==> config.mk <==
export PLATFORM = sky130hd
export DESIGN_NAME = vid_stream_meas_flat
export DESIGN_NICKNAME = d
export VERILOG_FILES = /design/src/rtl/vid_stream_meas_pkg.sv /design/src/rtl/vid_stream_meas_if.sv /design/src/rtl/vid_stream_meas_edge_det.sv /design/src/rtl/vid_stream_meas.sv /design/src/flat_wrapper.sv
export SDC_FILE = /design/constraint.sdc
export NUM_CORES = 1
export LEC_CHECK = 0
export BUFFER_PORTS_ARGS = -buffer_cell sky130_fd_sc_hd__buf_2
export CELL_PAD_IN_SITES_DETAIL_PLACEMENT = 2
export CELL_PAD_IN_SITES_GLOBAL_PLACEMENT = 2
export CORE_ASPECT_RATIO = 0.75
export CORE_UTILIZATION = 32
export DETAILED_ROUTE_END_ITERATION = 10
export HOLD_SLACK_MARGIN = 0.06
export PLACE_DENSITY = 0.77
export SLEW_MARGIN = 20
export SYNTH_ARGS = -nofsm -noshare
export SYNTH_HDL_FRONTEND = slang
export SYNTH_SLANG_ARGS = --single-unit
==> constraint.sdc <==
create_clock -name clk -period 3.8 [get_ports clk]
set_input_delay 0 -clock clk [delete_from_list [all_inputs] [get_ports clk]]
set_output_delay 0 -clock clk [all_outputs]
set_load 0.1 [all_outputs]
==> src/rtl/vid_stream_meas_pkg.sv <==
`default_nettype none
// ------------------------------------------------------------------
// vid_pkg : shared types and defaults for the video stream meter
// Rev 1.0
// ------------------------------------------------------------------
package vid_pkg;

  localparam int c_CNT_WIDTH_DEFAULT = 16;

  typedef enum logic [2:0] {
    SYNC    = 3'd0,
    IDLE    = 3'd1,
    FRAME   = 3'd2,
    LINE    = 3'd3,
    PUBLISH = 3'd4
  } meas_state_t;

endpackage
`default_nettype wire

==> src/rtl/vid_stream_meas_if.sv <==
`default_nettype none
// ------------------------------------------------------------------
// vid_stream_meas_if : pixel stream bundle (data, valid, hblank, vframe)
// Rev 1.0
// ------------------------------------------------------------------
interface vid_stream_meas_if #(
  parameter int PIXEL_WIDTH = 8
);

  logic [PIXEL_WIDTH-1:0] di;
  logic                   de;
  logic                   hs;
  logic                   vs;

  modport master (output di, de, hs, vs);
  modport slave  (input  di, de, hs, vs);

endinterface
`default_nettype wire

==> src/rtl/vid_stream_meas_edge_det.sv <==
`default_nettype none
// ------------------------------------------------------------------
// vid_edge_det : rise/fall pulses of one bit against its previous sample
// Rev 1.0
// ------------------------------------------------------------------
module vid_edge_det (
  input  logic clk,
  input  logic rst,
  input  logic d_i,
  output logic rise_o,
  output logic fall_o
);

  logic prev_q;
  logic prev_d;

  always_comb begin
    prev_d = d_i;
  end

  always_ff @(posedge clk) begin
    if (rst) begin
      prev_q <= 1'b0;
    end else begin
      prev_q <= prev_d;
    end
  end

  assign rise_o = d_i & ~prev_q;
  assign fall_o = ~d_i & prev_q;

endmodule
`default_nettype wire

==> src/rtl/vid_stream_meas.sv <==
`default_nettype none
// ------------------------------------------------------------------
// vid_stream_meas : per-frame width/height/checksum meter with stream checks
// Rev 1.0
// ------------------------------------------------------------------
module vid_stream_meas
  import vid_pkg::*;
#(
  parameter int PIXEL_WIDTH = 8,
  parameter int CNT_WIDTH   = c_CNT_WIDTH_DEFAULT,
  parameter int SUM_WIDTH   = 32
) (
  input  logic                 clk,
  input  logic                 rst,
  vid_stream_meas_if.slave     vid,
  input  logic                 err_clr_i,
  output logic [CNT_WIDTH-1:0] frame_w_o,
  output logic [CNT_WIDTH-1:0] frame_h_o,
  output logic [SUM_WIDTH-1:0] frame_sum_o,
  output logic [CNT_WIDTH-1:0] frame_cnt_o,
  output logic                 frame_done_o,
  output logic                 err_line_len_o,
  output logic                 err_de_blank_o
);

  localparam logic [CNT_WIDTH-1:0] c_CNT_MAX = '1;

  meas_state_t            state_q, state_d;
  logic [PIXEL_WIDTH-1:0] di_q, di_d;
  logic                   de_q, de_d, hs_q, hs_d, vs_q, vs_d;
  logic                   in_vld_q, in_vld_d;
  logic [CNT_WIDTH-1:0]   pix_cnt_q, pix_cnt_d;
  logic [CNT_WIDTH-1:0]   line_w_q, line_w_d;
  logic [CNT_WIDTH-1:0]   line_h_q, line_h_d;
  logic [SUM_WIDTH-1:0]   sum_q, sum_d;
  logic [CNT_WIDTH-1:0]   frame_w_q, frame_w_d;
  logic [CNT_WIDTH-1:0]   frame_h_q, frame_h_d;
  logic [SUM_WIDTH-1:0]   frame_sum_q, frame_sum_d;
  logic [CNT_WIDTH-1:0]   frame_cnt_q, frame_cnt_d;
  logic                   frame_done_q, frame_done_d;
  logic                   err_len_q, err_len_d;
  logic                   err_blank_q, err_blank_d;

  logic w_hs_rise, w_hs_fall, w_vs_rise, w_vs_fall;
  logic w_pix_acc, w_close_line, w_len_err, w_blank_err;

  vid_edge_det u_hs_edge (
    .clk    (clk),
    .rst    (rst),
    .d_i    (hs_q),
    .rise_o (w_hs_rise),
    .fall_o (w_hs_fall)
  );

  vid_edge_det u_vs_edge (
    .clk    (clk),
    .rst    (rst),
    .d_i    (vs_q),
    .rise_o (w_vs_rise),
    .fall_o (w_vs_fall)
  );

  always_comb begin
    di_d         = vid.di;
    de_d         = vid.de;
    hs_d         = vid.hs;
    vs_d         = vid.vs;
    in_vld_d     = 1'b1;
    state_d      = state_q;
    pix_cnt_d    = pix_cnt_q;
    line_w_d     = line_w_q;
    line_h_d     = line_h_q;
    sum_d        = sum_q;
    frame_w_d    = frame_w_q;
    frame_h_d    = frame_h_q;
    frame_sum_d  = frame_sum_q;
    frame_cnt_d  = frame_cnt_q;
    frame_done_d = 1'b0;
    w_close_line = 1'b0;
    w_len_err    = 1'b0;
    w_pix_acc    = de_q & ~hs_q & vs_q & (state_q == LINE);

    case (state_q)
      // in_vld_q guards against the reset value of vs_q posing as a real blank
      SYNC: begin
        if (in_vld_q && !vs_q) state_d = IDLE;
      end
      IDLE: begin
        if (w_vs_rise) begin
          state_d   = FRAME;
          pix_cnt_d = '0;
          line_w_d  = '0;
          line_h_d  = '0;
          sum_d     = '0;
        end
      end
      FRAME: begin
        if (w_vs_fall) begin
          state_d = PUBLISH;
        end else if (w_hs_fall) begin
          state_d   = LINE;
          pix_cnt_d = '0;
        end
      end
      LINE: begin
        if (w_vs_fall) begin
          w_close_line = 1'b1;
          state_d      = PUBLISH;
        end else if (w_hs_rise) begin
          w_close_line = 1'b1;
          state_d      = FRAME;
        end
      end
      PUBLISH: begin
        frame_w_d    = line_w_q;
        frame_h_d    = line_h_q;
        frame_sum_d  = sum_q;
        frame_cnt_d  = (frame_cnt_q == c_CNT_MAX) ? frame_cnt_q : frame_cnt_q + 1'b1;
        frame_done_d = 1'b1;
        state_d      = IDLE;
      end
      default: state_d = SYNC;
    endcase

    // Acceptance and line close never coincide: both edges imply a blank input
    if (w_pix_acc) begin
      pix_cnt_d = (pix_cnt_q == c_CNT_MAX) ? pix_cnt_q : pix_cnt_q + 1'b1;
      sum_d     = sum_q + SUM_WIDTH'(di_q);
    end

    if (w_close_line && (pix_cnt_q != '0)) begin
      line_h_d = (line_h_q == c_CNT_MAX) ? line_h_q : line_h_q + 1'b1;
      if (line_h_q == '0) begin
        line_w_d = pix_cnt_q;
      end else if (pix_cnt_q != line_w_q) begin
        w_len_err = 1'b1;
      end
    end

    w_blank_err = (state_q != SYNC) & de_q & (hs_q | ~vs_q);
    err_len_d   = (err_len_q & ~err_clr_i) | w_len_err;
    err_blank_d = (err_blank_q & ~err_clr_i) | w_blank_err;
  end

  always_ff @(posedge clk) begin
    if (rst) begin
      state_q      <= SYNC;
      di_q         <= '0;
      de_q         <= 1'b0;
      hs_q         <= 1'b0;
      vs_q         <= 1'b0;
      in_vld_q     <= 1'b0;
      pix_cnt_q    <= '0;
      line_w_q     <= '0;
      line_h_q     <= '0;
      sum_q        <= '0;
      frame_w_q    <= '0;
      frame_h_q    <= '0;
      frame_sum_q  <= '0;
      frame_cnt_q  <= '0;
      frame_done_q <= 1'b0;
      err_len_q    <= 1'b0;
      err_blank_q  <= 1'b0;
    end else begin
      state_q      <= state_d;
      di_q         <= di_d;
      de_q         <= de_d;
      hs_q         <= hs_d;
      vs_q         <= vs_d;
      in_vld_q     <= in_vld_d;
      pix_cnt_q    <= pix_cnt_d;
      line_w_q     <= line_w_d;
      line_h_q     <= line_h_d;
      sum_q        <= sum_d;
      frame_w_q    <= frame_w_d;
      frame_h_q    <= frame_h_d;
      frame_sum_q  <= frame_sum_d;
      frame_cnt_q  <= frame_cnt_d;
      frame_done_q <= frame_done_d;
      err_len_q    <= err_len_d;
      err_blank_q  <= err_blank_d;
    end
  end

  assign frame_w_o      = frame_w_q;
  assign frame_h_o      = frame_h_q;
  assign frame_sum_o    = frame_sum_q;
  assign frame_cnt_o    = frame_cnt_q;
  assign frame_done_o   = frame_done_q;
  assign err_line_len_o = err_len_q;
  assign err_de_blank_o = err_blank_q;

endmodule
`default_nettype wire

==> src/flat_wrapper.sv <==
// flat-port wrapper written by rule: the top's interface ports become plain ports
module vid_stream_meas_flat import vid_pkg::*;
#(
  parameter int PIXEL_WIDTH = 8,
  parameter int CNT_WIDTH   = c_CNT_WIDTH_DEFAULT,
  parameter int SUM_WIDTH   = 32
)
  (clk, rst, err_clr_i, frame_w_o, frame_h_o, frame_sum_o, frame_cnt_o, frame_done_o, err_line_len_o, err_de_blank_o, vid_di, vid_de, vid_hs, vid_vs);
  vid_stream_meas_if #(.PIXEL_WIDTH(PIXEL_WIDTH)) vid_i ();
  input  logic clk;
  input  logic rst;
  input  logic err_clr_i;
  output logic [CNT_WIDTH-1:0] frame_w_o;
  output logic [CNT_WIDTH-1:0] frame_h_o;
  output logic [SUM_WIDTH-1:0] frame_sum_o;
  output logic [CNT_WIDTH-1:0] frame_cnt_o;
  output logic frame_done_o;
  output logic err_line_len_o;
  output logic err_de_blank_o;
  input wire logic [$bits(vid_i.di)-1:0] vid_di;
  input wire logic [$bits(vid_i.de)-1:0] vid_de;
  input wire logic [$bits(vid_i.hs)-1:0] vid_hs;
  input wire logic [$bits(vid_i.vs)-1:0] vid_vs;
  assign vid_i.di = vid_di;
  assign vid_i.de = vid_de;
  assign vid_i.hs = vid_hs;
  assign vid_i.vs = vid_vs;
  vid_stream_meas #(.PIXEL_WIDTH(PIXEL_WIDTH), .CNT_WIDTH(CNT_WIDTH), .SUM_WIDTH(SUM_WIDTH)) u_core (.clk(clk), .rst(rst), .vid(vid_i), .err_clr_i(err_clr_i), .frame_w_o(frame_w_o), .frame_h_o(frame_h_o), .frame_sum_o(frame_sum_o), .frame_cnt_o(frame_cnt_o), .frame_done_o(frame_done_o), .err_line_len_o(err_line_len_o), .err_de_blank_o(err_de_blank_o));
endmodule
Word-level counts from Yosys, hierarchy flattened
Index checks and enable logic that the tools add are counted.
Word-level totals
  output and inout port bits: 83
  bits in latches: 0
  bits in read-only memories: 0
  memories kept: 0
  bits in writable memories: 0
  bits of input ports: 14
  register bits: 180
Operators by class
  multiplexer cells: 31
  bitwise logic cells: 20
  $mul: 0
  equality and inequality tests: 17
  add/subtract/negate cells: 4
  shift operators: 0
  order comparisons: 0
  reductions and logical operators: 17
  divide/modulo/power cells: 0
Operator list (count)
  two-way mux 16 bit: 12
  two-way mux 32 bit: 3
  adder 16 x 1 -> 16 bit, second input constant: 3
  equality test 16 bit, second input constant: 3
  adder 32 x 8 -> 32 bit: 1
  case mux 16 bit (2 select lines): 1
  two-way mux 3 bit: 6
  zero test 16 bit: 1
  != test 16 bit: 1
  nonzero test 16 bit: 1
  case mux 3 bit (5 select lines): 1
  bitwise AND 1 bit: 11
  != test 3 x 2 -> 1 bit, second input constant: 3
  two-way mux 1 bit: 8
  nonzero test 2 bit: 4
  equality test 3 x 2 -> 1 bit, second input constant: 2
  != test 2 bit, second input constant: 3
  != test 3 bit, second input constant: 2
  NOT 1 bit: 6
  nonzero test 3 bit: 2
  AND reduction 5 bit: 1
  AND reduction 2 bit: 2
  AND reduction 4 bit: 1
  equality test 3 x 1 -> 1 bit, second input constant: 1
  other kinds (7): 10

Longest topological paths before layout
Gate-level depths: netlist (run 1).
  word-level depth: 8
  mapped depth: 9
  depth with buffers taken out: 8

Modules after synthesis
A second synthesis (run 1) with hierarchy kept.
Second synthesis, totals
  cell total of the unflattened synthesis: 946
  area total of the unflattened synthesis: 7978.9 um2
Modules (own cells, without submodules)
  vid_stream_meas: cells each 938, instances 1, area each 7901.3 um2
  vid_edge_det: cells each 4, instances 2, area each 38.8 um2

Worst setup path after synthesis (run 1)
No wires, ideal clock.
  kind: register -> register
  start point: register u_core.frame_cnt_q[4] (netlist: u_core.frame_cnt_o[4])
  end point: register u_core.frame_cnt_q[10] (netlist: u_core.frame_cnt_o[10])
  setup slack: 1.244 ns
  path buffers: 1
  library setup time: 0.128 ns
  cell stages (with the launch flop): 7
  arrival time: 2.429 ns
  cell sequence: dfxtp_1 -> nand4_1 -> nor4_2 -> clkbuf_1 -> nor3_1 -> xnor2_1 -> nor2_1
Between the ends
  word-level cells in the longest chain between the ends: 3
  elaborated cells on any way between the ends: 4
  classes of those cells: add/sub: 1; eq/ne: 1; bitwise: 1; reduce/logical: 1
RTL lines
  start: declaration: line vid_stream_meas.sv:39  | logic [CNT_WIDTH-1:0] frame_cnt_q, frame_cnt_d;
  start signal: assignment: line vid_stream_meas.sv:178  | frame_cnt_q <= frame_cnt_d;
  branches (longest 3 deep; another with adder 16 x 1 -> 16 bit)
Several ways; the timed one is not identified.
A chain may end at the register's enable or synchronous reset.

Worst setup path in the final report (run 1)
  start point: register u_core.sum_q[0]
  end point: register u_core.sum_q[30]
Between the ends
  word-level cells in the longest chain between the ends: 2
RTL lines
  start: declaration: line vid_stream_meas.sv:35  | logic [SUM_WIDTH-1:0] sum_q, sum_d;
  start signal: assignment: line vid_stream_meas.sv:174  | sum_q <= sum_d;
  adder 32 x 8 -> 32 bit: line vid_stream_meas.sv:128  | sum_d = sum_q + SUM_WIDTH'(di_q);
  two-way mux 32 bit: line vid_stream_meas.sv:126  | if (w_pix_acc) begin
No other way between the ends.

==> results list, run 1 <==
- Number of top-level pins: between 90 and 100
- The number of antenna violations at the first check in global routing is 0.
* Switching power total: roughly 890 uW
* Router iterations before antenna repair: 5
- In the layout the commonest cells are nand2_1 (197), dfxtp_1 (180), a21oi_1 (122).
* Bufs on Longest Clock Path: 2
* DPL Wire Length: about 17,000 um
* Die width: 186.6 um
- Number of nets in the synthesized netlist: approximately 1k
- Fraction of power consumed by sequential logic: around 49%
- Synthesized flop and latch total: 180
- For this run, design rule violations remaining after detail routing come to 0.
- Summing all non-filler instances in the final layout gives an area of between 0.009 and 0.01 mm^2.
- Wire segments on met2 add up to 11,930 um in the final route.
* Endpoint required time on the critical path: 4.16 ns
* Final sum of negative setup slack: 0 ns
* Chip height: ~140 um
* Clock-pin slew on the worst setup and hold paths: about 0.07 ns
- For this run, the post-layout net count is roughly 1.1k.
* Detailed route wirelength on metal3: about 970 um
- Of all nets on the critical path, the largest fanout is 13.
- Routability-driven placement finished with a final weighted congestion of approximately 0.81.
- Setup repair after global routing left no endpoint under its margin.
* Floorplan core area: 0.02502 mm^2
- Clock latency on the worst-skew pair, taken at its later pin, is roughly 0.44 ns.
- For this run, the register share of the synthesized area comes to between 40% and 50%.
- The count of final max-slew check failures came to 0.
- Data arrival time of the critical path: around 3.2 ns
* Yosys synthesis warning count: 0
- Summing all placed instances gives a cell area of ~0.0089 mm^2.
- Relative to the synthesized area, the layout overhead comes to 17.62%.
* Root cell of the clock tree: clkbuf_16
- The worst hold path belongs to the class in -> reg.
- Total via count after detailed routing: 7,549
- For the final database, setup skew stands at 0.01200 ns.
- The flow ran to the end, and the final reports show no timing, DRC or antenna violations.
- In the routed layout, each cell is associated on average with a via count of around 5.3.
* H-tree level count: 4
* DRT iter0 DRCs: ~300
- Antenna Cells: 0
- GRT overflow: 0
- Final wirelength: 25,910 um
- Cells with a size suffix above 1 make up about 16% of the layout.
- Entering global routing, the biggest net connects 84 pins.
- Of the available clock period, the critical path in the final layout requires 75.05%.
* Number of synthesized flops with an enable pin: 0
- Number of hold violations in the final report: 0
* Cell variety after synth: 71
- Row cnt: 50
- The floorplan step defined a die boundary enclosing between 0.02 and 0.03 mm^2.
* Power per cell area: between 400 and 500 mW/mm^2
- Routed metal-1 wirelength: between 10,000 and 15,000 um
* Number of standard cells after synthesis: just under 1k
* Actual transition at the worst max-transition pin: between 1 and 1.5 ns
* Worst ir drop on vdd: 0.0003326 V
- Dividing the detail-routed wire length by the instance count gives between 15 and 20 um.
* Share of total power in the clock network: ~48%
- Global routing used 20.16% of the available tracks across all layers.
- Once detail routing completed, the nets flagged for antenna violations numbered 0.
* Effective utilization at floorplan: ~33%
- Setup violations remaining at the end of the flow were counted as 0.
- In this run, CTS created clock tree buffers numbering 17.
* Fin crit period: about 2.9 ns
- Leakage dissipation: 0.003462 uW
- Kind of critical path: reg -> reg
- Net switching is a little under a quarter of the power.
* Filler cells: between 2k and 3k
- Signal routing reaches up to met4.
* Mean post-synth cell area: slightly above 8 um^2
- Internal: 3006 uW
- Hold Slack: ~0.35 ns
- Share of flip-flops with an asynchronous set or reset after synthesis: 0%
- The design draws 3896 uW.
- Main flop type after synthesis: dfxtp_1
- Of the total power, combinational logic draws approximately 3.2%.
- First-pass GRT wire length: 42,720 um
* Worst rel slew slack: about a quarter
- TritonCTS built the clock tree.
* Max Cap Viol: 0
- Most common library cell in the layout ignoring fill and taps: nand2_1
- After synthesis the cells add up to slightly above 0.008 mm^2.
* I/O Buffers: 96
- Highest achievable clock rate: between 0.3 and 0.4 GHz
- CP startpoint kind: flop
- Number of global-route vias before repair: ~8k
* Worst setup EP type: flop
- Number of sinks on the clock net: 180
-- critical path, cell delays in order, from the launching register on --
cell,delay (ns)
dfxtp_1,0.36
ha_1,0.23
inv_1,0.07
fa_1,0.38
nand2b_1,0.20
a211oi_1,0.43
o21ai_1,0.44
nor4_1,0.44
mux2i_1,0.24
-- metal layers --
metal / vias up / GRT usage [%]
met3: 15 / 3.909
met1: 3781 / 27.49
met4: 0 / 4.918
met5: - / 0
li1: 3621 / -
met2: 132 / 32.74
-- registers in the layout, indices dropped and copies added, names as in the netlist --
register                 flops
u_core.err_line_len_o        1
u_core.frame_h_o            16
u_core.in_vld_q              1
u_core.err_de_blank_o        1
u_core.di_q                  8
u_core.hs_q                  1
u_core.state_q               3
u_core.line_h_q             16
u_core.pix_cnt_q            16
u_core.u_vs_edge.prev_q      1
u_core.line_w_q             16
u_core.u_hs_edge.prev_q      1
u_core.frame_sum_o          32
u_core.sum_q                32
u_core.frame_w_o            16
u_core.de_q                  1
u_core.vs_q                  1
u_core.frame_cnt_o          16
u_core.frame_done_o          1
-- final timing paths --
check	from	end	slack, ns	depth (start not counted)
setup / recovery	u_core.sum_q[0]$_SDFFE_PP0P_	u_core.sum_q[30]$_SDFFE_PP0P_	0.95	8
hold / removal	vid_di[7]	u_core.di_q[7]$_SDFF_PP0_	0.35	3
setup reg to reg	u_core.sum_q[0]$_SDFFE_PP0P_	u_core.sum_q[30]$_SDFFE_PP0P_	0.95	8
hold reg to reg	u_core.frame_h_o[7]$_SDFFE_PP0P_	u_core.frame_h_o[7]$_SDFFE_PP0P_	0.45	2
-- stage by stage --
stage | setup WS, ns | cells | util (%)
2_1_floorplan | 1.244 | 995 | -
3_3_place_gp | 1.100 | 1375 | 35.48
3_5_place_dp | 1.000 | 1375 | 35.48
4_1_cts | 0.9627 | 1420 | 38.45
5_1_grt | 0.7717 | 1420 | 38.45
6_report | 0.9482 | 1420 | 38.45
-- Yosys cell counts (all sizes together) (14+ instances only) --
cell	number	share of area, %
dfxtp	180	44
nand4	27	2.1
nand3	42	2.6
clkbuf	41	1.9
nor3	18	1.2
or3	25	1.9
o21ai	27	1.7
xnor2	27	2.9
a21oi	123	7.6
nor2	41	1.9
buf	24	1.7
inv	22	1.0
nand2	197	9.0
nor4	14	1.3
nor2b	15	1.1
mux2i	20	2.4
or2	20	1.5
-- repair_timing --
item,4_1_cts,5_1_grt
gates resized for setup,0,0
hold endpoints to repair,17,0
setup buffers,0,0
hold buffers,13,0
-- area by class of cell --
class                   count  area (um^2)  area share (%)
clock buffers              20        456.7           4.747
flip-flops and latches    180         3603           37.46
multi-input cells         728         4204           43.70
clock inverters            12        155.1           1.613
repair buffers            120        695.7           7.231
inverters                  22        82.58          0.8584
well taps                 338        422.9           4.396
-- cells by family (layout without fill, tap and decap cells) --
group	after synthesis	count (layout)	share of synthesized area [%]
and+or+nand+nor	464	464	28.88
AOI/OAI and AO/OA	199	199	14.43
DFF	180	180	44.06
buffers and inverters	87	174	4.605
xor gates and xnor gates	30	30	3.213
muxes	21	21	2.585
adders and majority gates	14	14	2.233
-- power groups by stage --
stage                     Sequential, uW  Clock (uW)  Combinational [uW]
after detailed placement            1950           0                 113
after floorplan                     1950           0                77.8
after CTS                           1910        1920                 125
final                               1910        1860                 124
after global placement              1950           0                 110
after global routing                1910        2000                 136
(Power assumes the default switching activity.)
==> run 2: changes to the inputs <==
--- a/config.mk
+++ b/config.mk
@@ -5,14 +5,15 @@
 export SDC_FILE = /design/constraint.sdc
 export NUM_CORES = 1
 export LEC_CHECK = 0
+export ABC_AREA = 1
 export BUFFER_PORTS_ARGS = -buffer_cell sky130_fd_sc_hd__buf_2
 export CELL_PAD_IN_SITES_DETAIL_PLACEMENT = 2
 export CELL_PAD_IN_SITES_GLOBAL_PLACEMENT = 2
 export CORE_ASPECT_RATIO = 0.75
-export CORE_UTILIZATION = 32
+export CORE_UTILIZATION = 30
 export DETAILED_ROUTE_END_ITERATION = 10
 export HOLD_SLACK_MARGIN = 0.06
-export PLACE_DENSITY = 0.77
+export PLACE_DENSITY = 0.79
 export SLEW_MARGIN = 20
 export SYNTH_ARGS = -nofsm -noshare
 export SYNTH_HDL_FRONTEND = slang
==> constraint.sdc (replaced) <==
create_clock -name clk -period 2.5 [get_ports clk]
set_input_delay 0 -clock clk [delete_from_list [all_inputs] [get_ports clk]]
set_output_delay 0 -clock clk [all_outputs]
set_load 0.1 [all_outputs]
==> run 2 against run 1 <==
Net effect: sequential share of layout area fell by 3.3 points; clock power rose by 59%; final cell count rose by 26%; cell area rose by 9.7%; die area increased by 17%; non-clock buffer count up 9; sequential cell count did not move; clock skew barely moved; via count up 18%; critical endpoint is now u_core.sum_q[28]$_SDFFE_PP0P_; global-route usage is 1.1 points higher.
==> results list, run 2 <==
- Highest achievable clock rate: 0.4432 GHz (+26%)
- The clock skew is 0.01233 ns (+0.0003222 ns).
* Crit path max fanout: 5 (-8)
- The total number of H-tree levels is 4 (unchanged).
- Latest clock arrival within the worst-skew pair: 0.45 ns (about the same)
- I/O Buffers: 96 (unchanged)
* Yosys synthesis warning count: 0 (unchanged)
- The number of rows in the core area came to 54 (+8.0%).
- The count of filler cells inserted in the layout was 3,517 (+23%).
* Final sum of negative setup slack: 0 ns (unchanged)
- Final setup slack of the worst path: 0.2437 ns (-0.7045 ns)
* Commonest cells after routing, fill and taps aside: nand2_1 (257), nor2_1 (191), dfxtp_1 (180)
* Count leader, synth: nand2_1
* Cell count after placement: 1,745 (+27%)
- The half-perimeter wire length after placement is 22,730 um (+32%).
* Share of flip-flops with an asynchronous set or reset after synthesis: 0% (unchanged)
- Number of standard cells after synthesis: 1,298 (+30%)
- The global-route wire length before repair was 52,510 um (+23%).
- Max Cap Viol: 0 (unchanged)
* Antenna violations before repair: 0 (unchanged)
* Router iterations before antenna repair: 4 (-1)
- The synthesized area divided by synthesized cell count is 6.927 um^2 (-16%).
* Aggregate global-route resource usage: 21.29% (+1.1 points)
- TritonCTS buffer count: 17 (unchanged)
- Count of hold buffers inserted by post-cts repair: 13 (unchanged)
* Remaining DRCs: 0 (unchanged)
- The post-synthesis instance area came to 0.008991 mm^2 (+9.9%).
* Effective utilization at floorplan: 30.73% (-2.0 points)
* Type of the worst min-delay path: in -> reg
- Clock-pin slew on the worst setup and hold paths: 0.08 ns (about the same)
- Setup slack at placement: 0.3313 ns (-0.6689 ns)
- Proportion of layout cells with a drive suffix above 1: 13.88% (-2.3 points)
- CP startpoint kind: flop
* Largest net degree at the start of global routing: 66 (-21%)
- Post CTS Setup Buffer Count: 0 (unchanged)
* Number of global-route vias before repair: 9,676 (+21%)
- Endpoint required time on the critical path: 2.84 ns (-1.32 ns)
* Commonest cells in the netlist: nand2_1 (257), nor2_1 (191), dfxtp_1 (180)
- Total via count after detailed routing: 8,941 (+18%)
* Top area cells in the synthesized netlist: dfxtp_1 (40%), nand2_1 (11%), nor2_1 (8.0%)
- CTS tree: done
- Sequential area share after synthesis: 40.08% (-4.0 points)
- The initial DRC count came to 325 (+9.8%).
- Worst rel slew slack: 44.73% (+20 points)
* Final cycle utilization of the critical path: 90.25% (+15 points)
* Final layout net count: 1,413 (+29%)
- The library cell used most frequently in the layout, excluding fill and tap cells, is nand2_1.
* Leakage dissipation: 0.004478 uW (+29%)
- Actual transition at the worst max-transition pin: 0.8290 ns (-0.2884 ns)
- The count of final max-slew check failures is 0 (unchanged).
* Floorplan core area: 0.02926 mm^2 (+17%)
* Final setup violation count: 0 (unchanged)
* Top cell type's share of synthesized area: 40.08% (-4.0 points)
- The count of flip-flops with a built-in enable after synthesis came to 0 (unchanged).
- The register area was 0.003603 mm^2 (unchanged).
- Cell variety after synth: 47 (-34%)
* Number of top-level pins: 97 (unchanged)
- The final standard cell count with taps included and fillers excluded came to 1,791 (+26%).
* Routability-driven placement congestion ratio: 0.8498 (+4.8%)
* Cell taking the most area after synthesis: dfxtp_1
- Chip height: 151.9 um (+8.2%)
- The power per cell area came to 646.4 mW/mm^2 (+60%).
- The total overflow reported by the global router came to 0 (unchanged).
- The data arrival time at the worst-slack endpoint is 2.60 ns (-0.61 ns).
- By startpoint and endpoint, the worst setup path is classified as reg -> reg.
- Synthesized flop and latch total: 180 (unchanged)
- Number of sinks on the clock net: 180 (unchanged)
- The synthesized net count was 1,326 (+30%).
- Final wirelength: 31,850 um (+23%)
- Main flop type after synthesis: dfxtp_1
- Compared with the post-synthesis result, the final layout area differs by 17.37%.
* Final std cell area, no fill: 0.01055 mm^2 (+9.7%)
* Root cell of the clock tree: clkbuf_16
- The flow ran to the end, and the final reports show no timing, DRC or antenna violations.
- Worst ir drop on vdd: 0.0004185 V (+26%)
* Vias/cell: 4.992 (-6.1%)
- Multi-input gate area in the final layout: 0.004512 mm^2 (+7.3%)
* Fin crit period: 2.256 ns (-0.5955 ns)
* Worst setup EP type: flop
* Detail-routed net length per standard cell: 17.79 um (-2.5%)
- Die area: 0.03067 mm^2 (+17%)
- The width of the die was 201.9 um (+8.2%).
- The area after detailed placement was 0.009792 mm^2 (+10%).
* Final antenna-violating net count: 0 (unchanged)
* Hold Slack: 0.2888 ns (-0.05800 ns)
- Setup repair after global routing left no endpoint under its margin.
* Bufs on Longest Clock Path: 2 (unchanged)
- Number of hold violations in the final report: 0 (unchanged)
- Resized Gates After CTS: 0 (unchanged)
==> run 2: area by class of cell <==
type,instances,area share [%]
sequential,180,34.15
antenna,1,0.02371
inverter,138,5.027
clock inverter,14,1.885
timing repair buffer,129,7.446
multi-input combinational,919,42.76
tap,392,4.648
clock buffer,18,4.067
==> run 2: worst paths after layout <==
path / start / to / slack, ns / cells after the start
setup reg to reg: u_core.sum_q[0]$_SDFFE_PP0P_ / u_core.sum_q[28]$_SDFFE_PP0P_ / 0.24 / 13
hold / removal: vid_hs / u_core.hs_q$_SDFF_PP0_ / 0.29 / 4
setup / recovery: u_core.sum_q[0]$_SDFFE_PP0P_ / u_core.sum_q[28]$_SDFFE_PP0P_ / 0.24 / 13
hold reg to reg: u_core.line_w_q[8]$_SDFF_PP0_ / u_core.frame_w_o[8]$_SDFFE_PP0P_ / 0.48 / 2
==> run 2: stage by stage <==
| stage | power, uW | utilization, % |
|---|---|---|
| after floorplan | 3697 | - |
| after global placement | 3893 | 33.47 |
| after detailed placement | 3918 | 33.47 |
| after CTS | 6906 | 36.06 |
| after global routing | 7101 | 36.06 |
| final | 6821 | 36.07 |
==> run 2: cell families after synthesis <==
family	after synthesis	share of synthesized area, %
buffers and inverters	199	9.741
and+or+nand+nor	629	30.98
AOI/OAI and AO/OA	242	13.86
adders and majority gates	14	2.032
DFF	180	40.08
xor gates and xnor gates	34	3.312
==> run 2: power breakdown <==
part	total (uW)	internal, uW	switching, uW	leakage (uW)
combinational	881	219	661	0.00272
clock	2960	1690	1270	0.000306
sequential	2990	2930	57.0	0.00145
==> run 2: worst max-delay path, cell delays in order, from the launching register on <==
cell	delay [ns]
dfxtp_1	0.36
ha_1	0.24
inv_1	0.08
fa_1	0.38
inv_1	0.09
nand2_1	0.08
nand2_1	0.09
nand3_1	0.08
nand2_1	0.11
nand3_2	0.15
nor2_2	0.26
nand2_1	0.10
nand3_1	0.08
nand2_1	0.05
==> run 2: routing by layer <==
metal	vias up	routed length (um)	track usage [%]	part of all wire [%]
li1	4383	-	-	-
met1	4445	15740	28.06	49
met2	95	15030	35.98	47
met3	18	804	3.561	2.5
met4	0	280	5.267	0.88
met5	-	0	0	0
